### src/rtl/cla_pkg.sv
// Shared sizing helpers, legality checks and the lookahead carry function
// used by both the group CLA and the per-stage second-level lookahead.
package cla_pkg;

  localparam int LA_MAX = 32;

  function automatic int ngrp(input int width, input int group);
    return width / group;
  endfunction

  function automatic int slice_w(input int width, input int group, input int stages);
    return (width / group / stages) * group;
  endfunction

  function automatic bit params_ok(input int width, input int group, input int stages);
    if (group < 1 || group > LA_MAX || width < group) return 1'b0;
    if (width % group != 0) return 1'b0;
    if (stages < 1 || stages > width / group) return 1'b0;
    if ((width / group) % stages != 0) return 1'b0;
    return (width / group / stages) <= LA_MAX;
  endfunction

  // Carry out of the low n positions: g[n-1] | p[n-1]g[n-2] | ... | p[n-1:0]ci.
  function automatic logic la_carry(input logic [LA_MAX-1:0] g, input logic [LA_MAX-1:0] p,
                                    input int n, input logic ci);
    logic acc, pp;
    acc = 1'b0;
    pp  = 1'b1;
    for (int j = n - 1; j >= 0; j--) begin
      acc = acc | (pp & g[j]);
      pp  = pp & p[j];
    end
    return acc | (pp & ci);
  endfunction

endpackage

### src/rtl/cla_pipe_adder_group.sv
// Combinational GROUP-bit carry-lookahead block with group generate/propagate
// and the carry into its MSB (needed for signed overflow).
module cla_group
  import cla_pkg::*;
#(
  parameter int GROUP = 4
) (
  input  logic [GROUP-1:0] x,
  input  logic [GROUP-1:0] y,
  input  logic             ci,
  output logic [GROUP-1:0] s,
  output logic             gp_g,
  output logic             gp_p,
  output logic             c_msb
);

  logic [GROUP-1:0] g, p, c;

  always_comb begin
    g = x & y;
    p = x ^ y;
    for (int i = 0; i < GROUP; i++) c[i] = la_carry(32'(g), 32'(p), i, ci);
    s     = p ^ c;
    gp_g  = la_carry(32'(g), 32'(p), GROUP, 1'b0);
    gp_p  = &p;
    c_msb = c[GROUP-1];
  end

endmodule

### src/rtl/cla_pipe_adder.sv
// Pipelined CLA adder/subtractor: each stage resolves one slice of groups and
// carries the untouched upper operand bits forward; valid/ready on both sides.
module cla_pipe_adder
  import cla_pkg::*;
#(
  parameter int WIDTH  = 16,
  parameter int GROUP  = 4,
  parameter int STAGES = 2
) (
  input  logic             sys_clk,
  input  logic             sys_rst,
  input  logic             in_valid,
  output logic             in_ready,
  input  logic [WIDTH-1:0] a,
  input  logic [WIDTH-1:0] b,
  input  logic             cin,
  input  logic             sub,
  output logic             out_valid,
  input  logic             out_ready,
  output logic [WIDTH-1:0] sum,
  output logic             cout,
  output logic             ovf,
  output logic             zero
);

  localparam int NGRP = ngrp(WIDTH, GROUP);
  localparam int NG   = NGRP / STAGES;
  localparam int SW   = slice_w(WIDTH, GROUP, STAGES);

  if (!params_ok(WIDTH, GROUP, STAGES)) begin : g_bad_params
    $error("cla_pipe_adder: illegal WIDTH/GROUP/STAGES combination");
  end

  // Index k is the input of stage k; index STAGES is the output register.
  logic [STAGES:0]             vin;
  logic [STAGES:0]             adv;
  logic [STAGES:0][WIDTH-1:0]  dat;  // lower slices hold sum, upper still hold a
  logic [STAGES-1:0][WIDTH-1:0] bop;
  logic [STAGES-1:0]           cy;

  assign vin[0]      = in_valid;
  assign dat[0]      = a;
  assign bop[0]      = b ^ {WIDTH{sub}};
  assign cy[0]       = cin ^ sub;
  assign adv[STAGES] = out_ready;
  assign in_ready    = adv[0] & ~sys_rst;
  assign out_valid   = vin[STAGES];
  assign sum         = dat[STAGES];

  for (genvar k = 0; k < STAGES; k++) begin : g_stg
    logic [NG-1:0]    gg, gpp, gci, gcm;
    logic [SW-1:0]    s_slc;
    logic             co, ld;
    logic             v_d, v_q;
    logic [WIDTH-1:0] dat_d, dat_q;

    for (genvar j = 0; j < NG; j++) begin : g_grp
      cla_group #(.GROUP(GROUP)) u_grp (
        .x    (dat[k][k*SW + j*GROUP +: GROUP]),
        .y    (bop[k][k*SW + j*GROUP +: GROUP]),
        .ci   (gci[j]),
        .s    (s_slc[j*GROUP +: GROUP]),
        .gp_g (gg[j]),
        .gp_p (gpp[j]),
        .c_msb(gcm[j])
      );
    end

    assign adv[k]   = ~vin[k+1] | adv[k+1];
    assign ld       = adv[k] & vin[k];
    assign vin[k+1] = v_q;
    assign dat[k+1] = dat_q;

    always_comb begin
      for (int j = 0; j < NG; j++) gci[j] = la_carry(32'(gg), 32'(gpp), j, cy[k]);
      co    = la_carry(32'(gg), 32'(gpp), NG, cy[k]);
      v_d   = adv[k] ? vin[k] : v_q;
      dat_d = dat_q;
      if (ld) begin
        dat_d = dat[k];
        dat_d[k*SW +: SW] = s_slc;
      end
    end

    always_ff @(posedge sys_clk or posedge sys_rst) begin
      if (sys_rst) begin
        v_q   <= 1'b0;
        dat_q <= '0;
      end else begin
        v_q   <= v_d;
        dat_q <= dat_d;
      end
    end

    if (k < STAGES - 1) begin : g_mid
      logic [WIDTH-1:0] bop_d, bop_q;
      logic             cy_d, cy_q;

      always_comb begin
        bop_d = ld ? bop[k] : bop_q;
        cy_d  = ld ? co : cy_q;
      end

      always_ff @(posedge sys_clk or posedge sys_rst) begin
        if (sys_rst) begin
          bop_q <= '0;
          cy_q  <= 1'b0;
        end else begin
          bop_q <= bop_d;
          cy_q  <= cy_d;
        end
      end

      assign bop[k+1] = bop_q;
      assign cy[k+1]  = cy_q;
    end else begin : g_last
      logic cout_d, cout_q, ovf_d, ovf_q, zero_d, zero_q;

      always_comb begin
        cout_d = ld ? co : cout_q;
        ovf_d  = ld ? (gcm[NG-1] ^ co) : ovf_q;
        zero_d = ld ? (dat_d == '0) : zero_q;
      end

      always_ff @(posedge sys_clk or posedge sys_rst) begin
        if (sys_rst) begin
          cout_q <= 1'b0;
          ovf_q  <= 1'b0;
          zero_q <= 1'b0;
        end else begin
          cout_q <= cout_d;
          ovf_q  <= ovf_d;
          zero_q <= zero_d;
        end
      end

      assign cout = cout_q;
      assign ovf  = ovf_q;
      assign zero = zero_q;
    end
  end

endmodule
### config.mk
export PLATFORM = sky130hd
export DESIGN_NAME = cla_pipe_adder
export DESIGN_NICKNAME = d
export VERILOG_FILES = /design/src/rtl/cla_pkg.sv /design/src/rtl/cla_pipe_adder_group.sv /design/src/rtl/cla_pipe_adder.sv
export SDC_FILE = /design/constraint.sdc
export NUM_CORES = 1
export LEC_CHECK = 0
export ABC_AREA = 1
export BUFFER_PORTS_ARGS = -buffer_cell sky130_fd_sc_hd__buf_4
export CORE_MARGIN = 3
export CORE_UTILIZATION = 50
export CTS_CLUSTER_DIAMETER = 80
export DETAILED_ROUTE_END_ITERATION = 8
export GPL_ROUTABILITY_DRIVEN = 0
export PLACE_DENSITY_LB_ADDON = 0.12
export REMOVE_ABC_BUFFERS = 1
export SYNTH_ARGS = -nofsm -noshare
export SYNTH_HDL_FRONTEND = slang
export SYNTH_SLANG_ARGS = --single-unit
### constraint.sdc
create_clock -name sys_clk -period 2.4 [get_ports sys_clk]
set_clock_uncertainty 0.1 [all_clocks]
set_input_delay 0.24 -clock sys_clk [delete_from_list [all_inputs] [get_ports sys_clk]]
set_output_delay 0.24 -clock sys_clk [all_outputs]
set_load 0.005 [all_outputs]
Word level (Yosys, flattened, before mapping)

Cells that the tools add are included.

Output and inout port bits: 21
Register bits after elaboration: 54
Word-level logic and storage cells: 144

Multiplexer cells: 1
Bitwise operators: 129
Reduce and logical (&&, ||, !) cells: 5

Operators by type and width:

| operator         | count |
|---|---|
| $and 1x1->1      | 67 |
| $or 1x1->1       | 44 |
| $xor 4x4->4      | 8 |
| $and 4x4->4      | 4 |
| $logic_not 16->1 | 1 |
| $mux 16          | 1 |
| $reduce_and 4->1 | 4 |
| $xor 16x16->16   | 1 |
| $not 1->1        | 3 |
| $xor 1x1->1      | 2 |

Longest topological paths before layout

Depth after elaboration: 11
Gate-level depth with buffers: 16

Cells and area by module

From an unflattened synthesis, not the netlist that was laid out.

Cell total of the unflattened synthesis: 362
Area, all modules: 2979.1 µm²

Modules (own cells, without submodules):

| module                                   | cells each | seq. area each (µm²) | times used | area each (µm²) |
|---|---|---|---|---|
| cla_pipe_adder                           | 234        | 1151.1               | 1          | 2135.8 |
| cla_group at g_stg[0].g_grp[0].u_grp ... | 32         | 0.0                  | 2          | 211.5 |
| cla_group at g_stg[1].g_grp[0].u_grp ... | 32         | 0.0                  | 2          | 210.2 |

Worst setup path before layout

OpenSTA, ideal clock, no wires.

Path type: input to register
From: in sub
To: reg g_stg[0].dat_q[5]
Stages: 13
Path slack: -55 ps
Arrival time: 2272 ps
Buffers on the path: 2
Data required time: 2217 ps
Setup time: 83 ps
Cell sequence: buf_6 -> buf_2 -> xor2_1 -> ha_1 -> nand2_1 -> inv_1 -> nand3_1 -> and3_1 -> o31ai_4 -> inv_1 -> fa_1 -> xor2_1 -> o21ai_0

Word-level cells in the longest chain between the ends: 10
Elaborated cells between the ends (all ways): 20
Classes of those cells: bitwise: 19; reduce/logical: 1

RTL lines:

| element                                           | RTL line                                               | text |
|---|---|---|
| start: declaration                                | cla_pipe_adder.sv:17                                   | `input logic sub,` |
| $xor 16x16->16                                    | cla_pipe_adder.sv:43                                   | `assign bop[0] = b ^ {WIDTH{sub}};` |
| $xor 4x4->4 / $and 4x4->4 (equally long branches) | cla_pipe_adder_group.sv:21, cla_pipe_adder_group.sv:20 |  |
| $and 1x1->1, on equally long branches             | cla_pkg.sv:30, cla_pkg.sv:31                           |  |
| $or 1x1->1 (tied with other cells)                | cla_pkg.sv:30                                          | `acc = acc \| (pp & g[j]);` |
| $or 1x1->1 / $and 1x1->1 (equally long branches)  | cla_pkg.sv:30                                          |  |
| $or 1x1->1                                        | cla_pkg.sv:30                                          |  |
| $or 1x1->1                                        | cla_pkg.sv:33                                          | `return acc \| (pp & ci);` |
| $and 1x1->1                                       | cla_pkg.sv:33                                          |  |
| $or 1x1->1                                        | cla_pkg.sv:33                                          |  |
| $xor 4x4->4 (*)                                   | cla_pipe_adder_group.sv:23                             | `s = p ^ c;` |
| end signal: assignment                            | cla_pipe_adder.sv:91                                   | `dat_q <= dat_d;` |
| end: declaration                                  | cla_pipe_adder.sv:55                                   | `logic [WIDTH-1:0] dat_d, dat_q;` |

Every way passes the cells marked *; elsewhere a longest branch is shown, timed or not.
A chain may end at the register's enable or synchronous reset.

Worst setup path in the final report

From: reg g_stg[0].dat_q[11]
To: reg g_stg[1].g_last.zero_q, in the netlist zero

Word-level cells in the longest chain between the ends: 11
Elaborated cells between the ends (all ways): 23
Classes of those cells: mux: 1; bitwise: 20; reduce/logical: 2

RTL lines:

| element                                          | RTL line                     | text |
|---|---|---|
| $xor 4x4->4                                      | cla_pipe_adder_group.sv:21   | `p = x ^ y;` |
| $and 1x1->1, on equally long branches            | cla_pkg.sv:30, cla_pkg.sv:31 |  |
| $or 1x1->1 (tied with other cells)               | cla_pkg.sv:30                |  |
| $or 1x1->1 / $and 1x1->1 (equally long branches) | cla_pkg.sv:30                |  |
| $or 1x1->1                                       | cla_pkg.sv:30                |  |
| $or 1x1->1                                       | cla_pkg.sv:33                |  |
| $and 1x1->1                                      | cla_pkg.sv:33                |  |
| $or 1x1->1                                       | cla_pkg.sv:33                |  |
| $xor 4x4->4                                      | cla_pipe_adder_group.sv:23   |  |
| $mux 16 (*)                                      | cla_pipe_adder.sv:79         | `if (ld) begin` |
| $logic_not 16->1 (*)                             | cla_pipe_adder.sv:122        | `zero_d = ld ? (dat_d == '0) : zero_q;` |
| end signal: assignment                           | cla_pipe_adder.sv:133        | `zero_q <= zero_d;` |
| end: declaration                                 | cla_pipe_adder.sv:117        | `logic cout_d, cout_q, ovf_d, ovf_q, zero_d, zero_q;` |

Marked as above.

==> flow_summary.json <==
{
  "post_drt_wl_per_cell_um": 11.4,
  "setup_viol": 0,
  "via_count": 2221,
  "reg2reg_slack_ns": 0.08,
  "synth_ff_type": "sky130_fd_sc_hd__dfrtp_1",
  "hold_violations": 0,
  "initial_utilization_pct": 53.4,
  "fp.coreArea_um2": 5270,
  "synthCells": 340,
  "drt_pass1_iterations": 4,
  "detailedPlacementHpwl_um": 4160,
  "synth.ff_latch_count": 46,
  "number_of_antenna_violations_at_the_first_check_in_global_routing": 0,
  "grt_max_degree": 47,
  "cts_root_buffer": "sky130_fd_sc_hd__clkbuf_8",
  "grt_first_pass_wirelength_um": 9300,
  "clock_tree_from_tritoncts": "yes",
  "crit_required_ns": 2.54,
  "regToRegEndpoint": "zero$_DFFE_PP0P_",
  "grt.total_usage_pct": 18.0,
  "synth.yosys.seq_area_share_pct": 40.9,
  "critical_path_class": "flip-flop to flip-flop",
  "fmaxAchievable_mhz": 431,
  "route.final.wire_length_um": 5450,
  "vdd.ir_drop.worst_mv": 0.377,
  "critical_path_arrival_ns": 2.45,
  "cts_buffers": 5,
  "mappedNetlistArea_um2": 2810,
  "power.static_leakage_nw": 1.89,
  "reg2reg_depth": 15,
  "clk_pin_slew_ns": 0.08,
  "die_width_um": 81,
  "rr_startpoint": "g_stg[0].dat_q[11]$_DFFE_PP0P_",
  "slew_viol_final": 0,
  "nets": 463,
  "clockBufferDepth": 2,
  "run_status": "finished, final reports clean",
  "startpoint_type": "flip-flop",
  "diodes": 0,
  "htree_num_levels": 2,
  "yosys.area.top_type_share_pct": 40.9,
  "via_count_of_the_first_global_routing_pass": 2092,
  "place_ws_ns": 0.00406,
  "gr-total-overflow": 0,
  "maxCapViolations": 0,
  "die_y_um": 81,
  "cts.sinks": 46,
  "mostFrequentLayoutCell": "sky130_fd_sc_hd__nand2_1",
  "drt.antenna.violating_nets": 0,
  "finalCriticalPeriod_ns": 2.32,
  "power_density_nw_per_um2": 828,
  "timing_worst_slew_pin_value_ns": 0.579,
  "ys.warnings.count": 0,
  "finish.instance_area_um2": 3490,
  "endpoint_kind": "flip-flop",
  "number_of_synthesized_flops_with_an_enable_pin": 0,
  "layout_common_cells": "sky130_fd_sc_hd__nand2_1 (93), sky130_fd_sc_hd__buf_4 (68), sky130_fd_sc_hd__inv_1 (49)",
  "ys_async_sr_fraction_pct": 100,
  "vias_per_cell": 4.67,
  "drt_iter0_drc": 84,
  "place.detailed.instances": 464,
  "rsz0062_at_grt": "true",
  "post_dp_cell_area_um2": 3300,
  "synth.lib_cells_used.distinct": 36,
  "slew_headroom_pct": 61.4,
  "clk-insertion-delay-late_ns": 0.29,
  "die_outline_area_um2": 6560,
  "worstHoldPathType": "primary input to async pin",
  "final-instance-count-excl-fill": 476,
  "rows": 26,
  "path_max_fanout": 3,
  "fin_util_pct": 66.2,
  "synth.top_cells.by_area": "sky130_fd_sc_hd__dfrtp_1 (41%), sky130_fd_sc_hd__nand2_1 (13%), sky130_fd_sc_hd__ha_1 (7.1%), sky130_fd_sc_hd__inv_1 (6.7%), sky130_fd_sc_hd__nand3_1 (3.9%)",
  "dr_drc_count": 0,
  "netlist.top_cell.by_area": "sky130_fd_sc_hd__dfrtp_1",
  "syn_area_per_cell_um2": 8.27,
  "layout-drive-gt1-share_pct": 25.9,
  "min_period_over_period_pct": 96.6,
  "portBuffers": 58,
  "postLayoutSetupSlackWorst_ns": 0.0813,
  "design.portCount": 59,
  "area_delta_synth_final_pct": 24.1
}
-- kinds of logic after synthesis --
logic type / after synthesis / synth area share (%)
compound gates: 36 / 7.52
fa+ha+maj: 20 / 9.96
buf+inv: 62 / 9.83
xor+xnor: 20 / 6.90
flops: 46 / 40.9
simple gates: 156 / 24.9
-- per-layer routing --
metal | wire (µm) | up-vias | global-route usage [%]
met1 | 2700 | 973 | 25.6
met4 | 75 | 0 | 6.08
li1 | - | 1191 | -
met2 | 2440 | 49 | 27.8
met5 | 0 | - | 0
met3 | 231 | 8 | 3.33
-- flip-flops by register name, summed over array words and instances, names as in the netlist --
register / count
g_stg.g_mid.bop_q: 8
sum: 16
cout: 1
g_stg.dat_q: 16
out_valid: 1
g_stg.v_q: 1
zero: 1
ovf: 1
g_stg.g_mid.cy_q: 1
-- synth_stat cells, types with 2 or more instances --
cell type / n
sky130_fd_sc_hd__xor2_1: 9
sky130_fd_sc_hd__or2_2: 3
sky130_fd_sc_hd__nand2_2: 10
sky130_fd_sc_hd__a21oi_1: 9
sky130_fd_sc_hd__nand3_1: 22
sky130_fd_sc_hd__buf_2: 4
sky130_fd_sc_hd__o21ai_0: 17
sky130_fd_sc_hd__ha_1: 16
sky130_fd_sc_hd__xnor2_1: 10
sky130_fd_sc_hd__nand2_4: 2
sky130_fd_sc_hd__inv_1: 50
sky130_fd_sc_hd__o21ai_1: 3
sky130_fd_sc_hd__buf_6: 2
sky130_fd_sc_hd__buf_4: 2
sky130_fd_sc_hd__fa_1: 4
sky130_fd_sc_hd__and3_1: 3
sky130_fd_sc_hd__nand2_1: 95
sky130_fd_sc_hd__nand3b_1: 3
sky130_fd_sc_hd__dfrtp_1: 46
sky130_fd_sc_hd__inv_2: 2
sky130_fd_sc_hd__nor2_1: 13
-- repair_timing --
action                                 in CTS  in global routing
gates resized for setup                     1                  8
setup endpoints to repair                   1                  1
buffers inserted                            0                  4
pin swaps                                   0                  9
endpoints found under the hold margin       0                  0
hold buffers                                0                  0
-- per-stage QoR --
stage	setup TNS, ns	hold slack, ns	power (mW)
3_3_place_gp	0	0.335	2.25
3_5_place_dp	0	0.338	2.29
6_report	0	0.00633	2.89
4_1_cts	0	0.0313	2.86
2_1_floorplan	0	0.250	1.82
5_1_grt	-0.0905	0.0292	3.14
-- worst max-delay path, stage by stage (launching register included) --
cell and delay, ns:
sky130_fd_sc_hd__dfrtp_1 0.43, sky130_fd_sc_hd__ha_4 0.27, sky130_fd_sc_hd__nand2_2 0.07, sky130_fd_sc_hd__nand2_1 0.05
sky130_fd_sc_hd__nor2_1 0.11, sky130_fd_sc_hd__nand3_2 0.13, sky130_fd_sc_hd__fa_2 0.41, sky130_fd_sc_hd__nor2_4 0.09
sky130_fd_sc_hd__nor2_2 0.05, sky130_fd_sc_hd__nor2_4 0.07, sky130_fd_sc_hd__nand3_1 0.08, sky130_fd_sc_hd__nor2_1 0.08
sky130_fd_sc_hd__nand4_1 0.08, sky130_fd_sc_hd__nor2_1 0.12, sky130_fd_sc_hd__nand3_1 0.08, sky130_fd_sc_hd__nand2_1 0.06
-- power by group --
part | internal (mW) | total [mW] | leakage, nW | switching [mW]
combinational | 0.581 | 1.19 | 1.29 | 0.611
sequential | 0.997 | 1.14 | 0.549 | 0.146
clock | 0.312 | 0.557 | 0.0524 | 0.245
total | 1.89 | 2.89 | 1.89 | 1.00
-- how the worst max path moves through the flow --
stage                                    startpoint                to  depth (start not counted)  slack (ns)
3_5_place_dp   g_stg[0].g_mid.bop_q[11]$_DFFE_PP0P_  zero$_DFFE_PP0P_                         15       0.004
4_1_cts        g_stg[0].g_mid.bop_q[11]$_DFFE_PP0P_  zero$_DFFE_PP0P_                         15       0.005
5_1_grt              g_stg[0].dat_q[11]$_DFFE_PP0P_  zero$_DFFE_PP0P_                         15       -0.09
6_report             g_stg[0].dat_q[11]$_DFFE_PP0P_  zero$_DFFE_PP0P_                         15        0.08
3_3_place_gp   g_stg[0].g_mid.bop_q[10]$_DFFE_PP0P_  zero$_DFFE_PP0P_                         15        0.07
2_1_floorplan   g_stg[0].g_mid.bop_q[9]$_DFFE_PP0P_  zero$_DFFE_PP0P_                         15        0.15
-- cell type report --
type	count	area, µm²
Sequential cell	46	1150
Inverter	52	195
Timing Repair Buffer	68	510
Fill cell	489	1780
Clock inverter	1	30.0
Clock buffer	7	76.3
Tap cell	70	87.6
Multi-Input combinational cell	232	1440
Note: power is estimated with default switching activity, not from simulation.
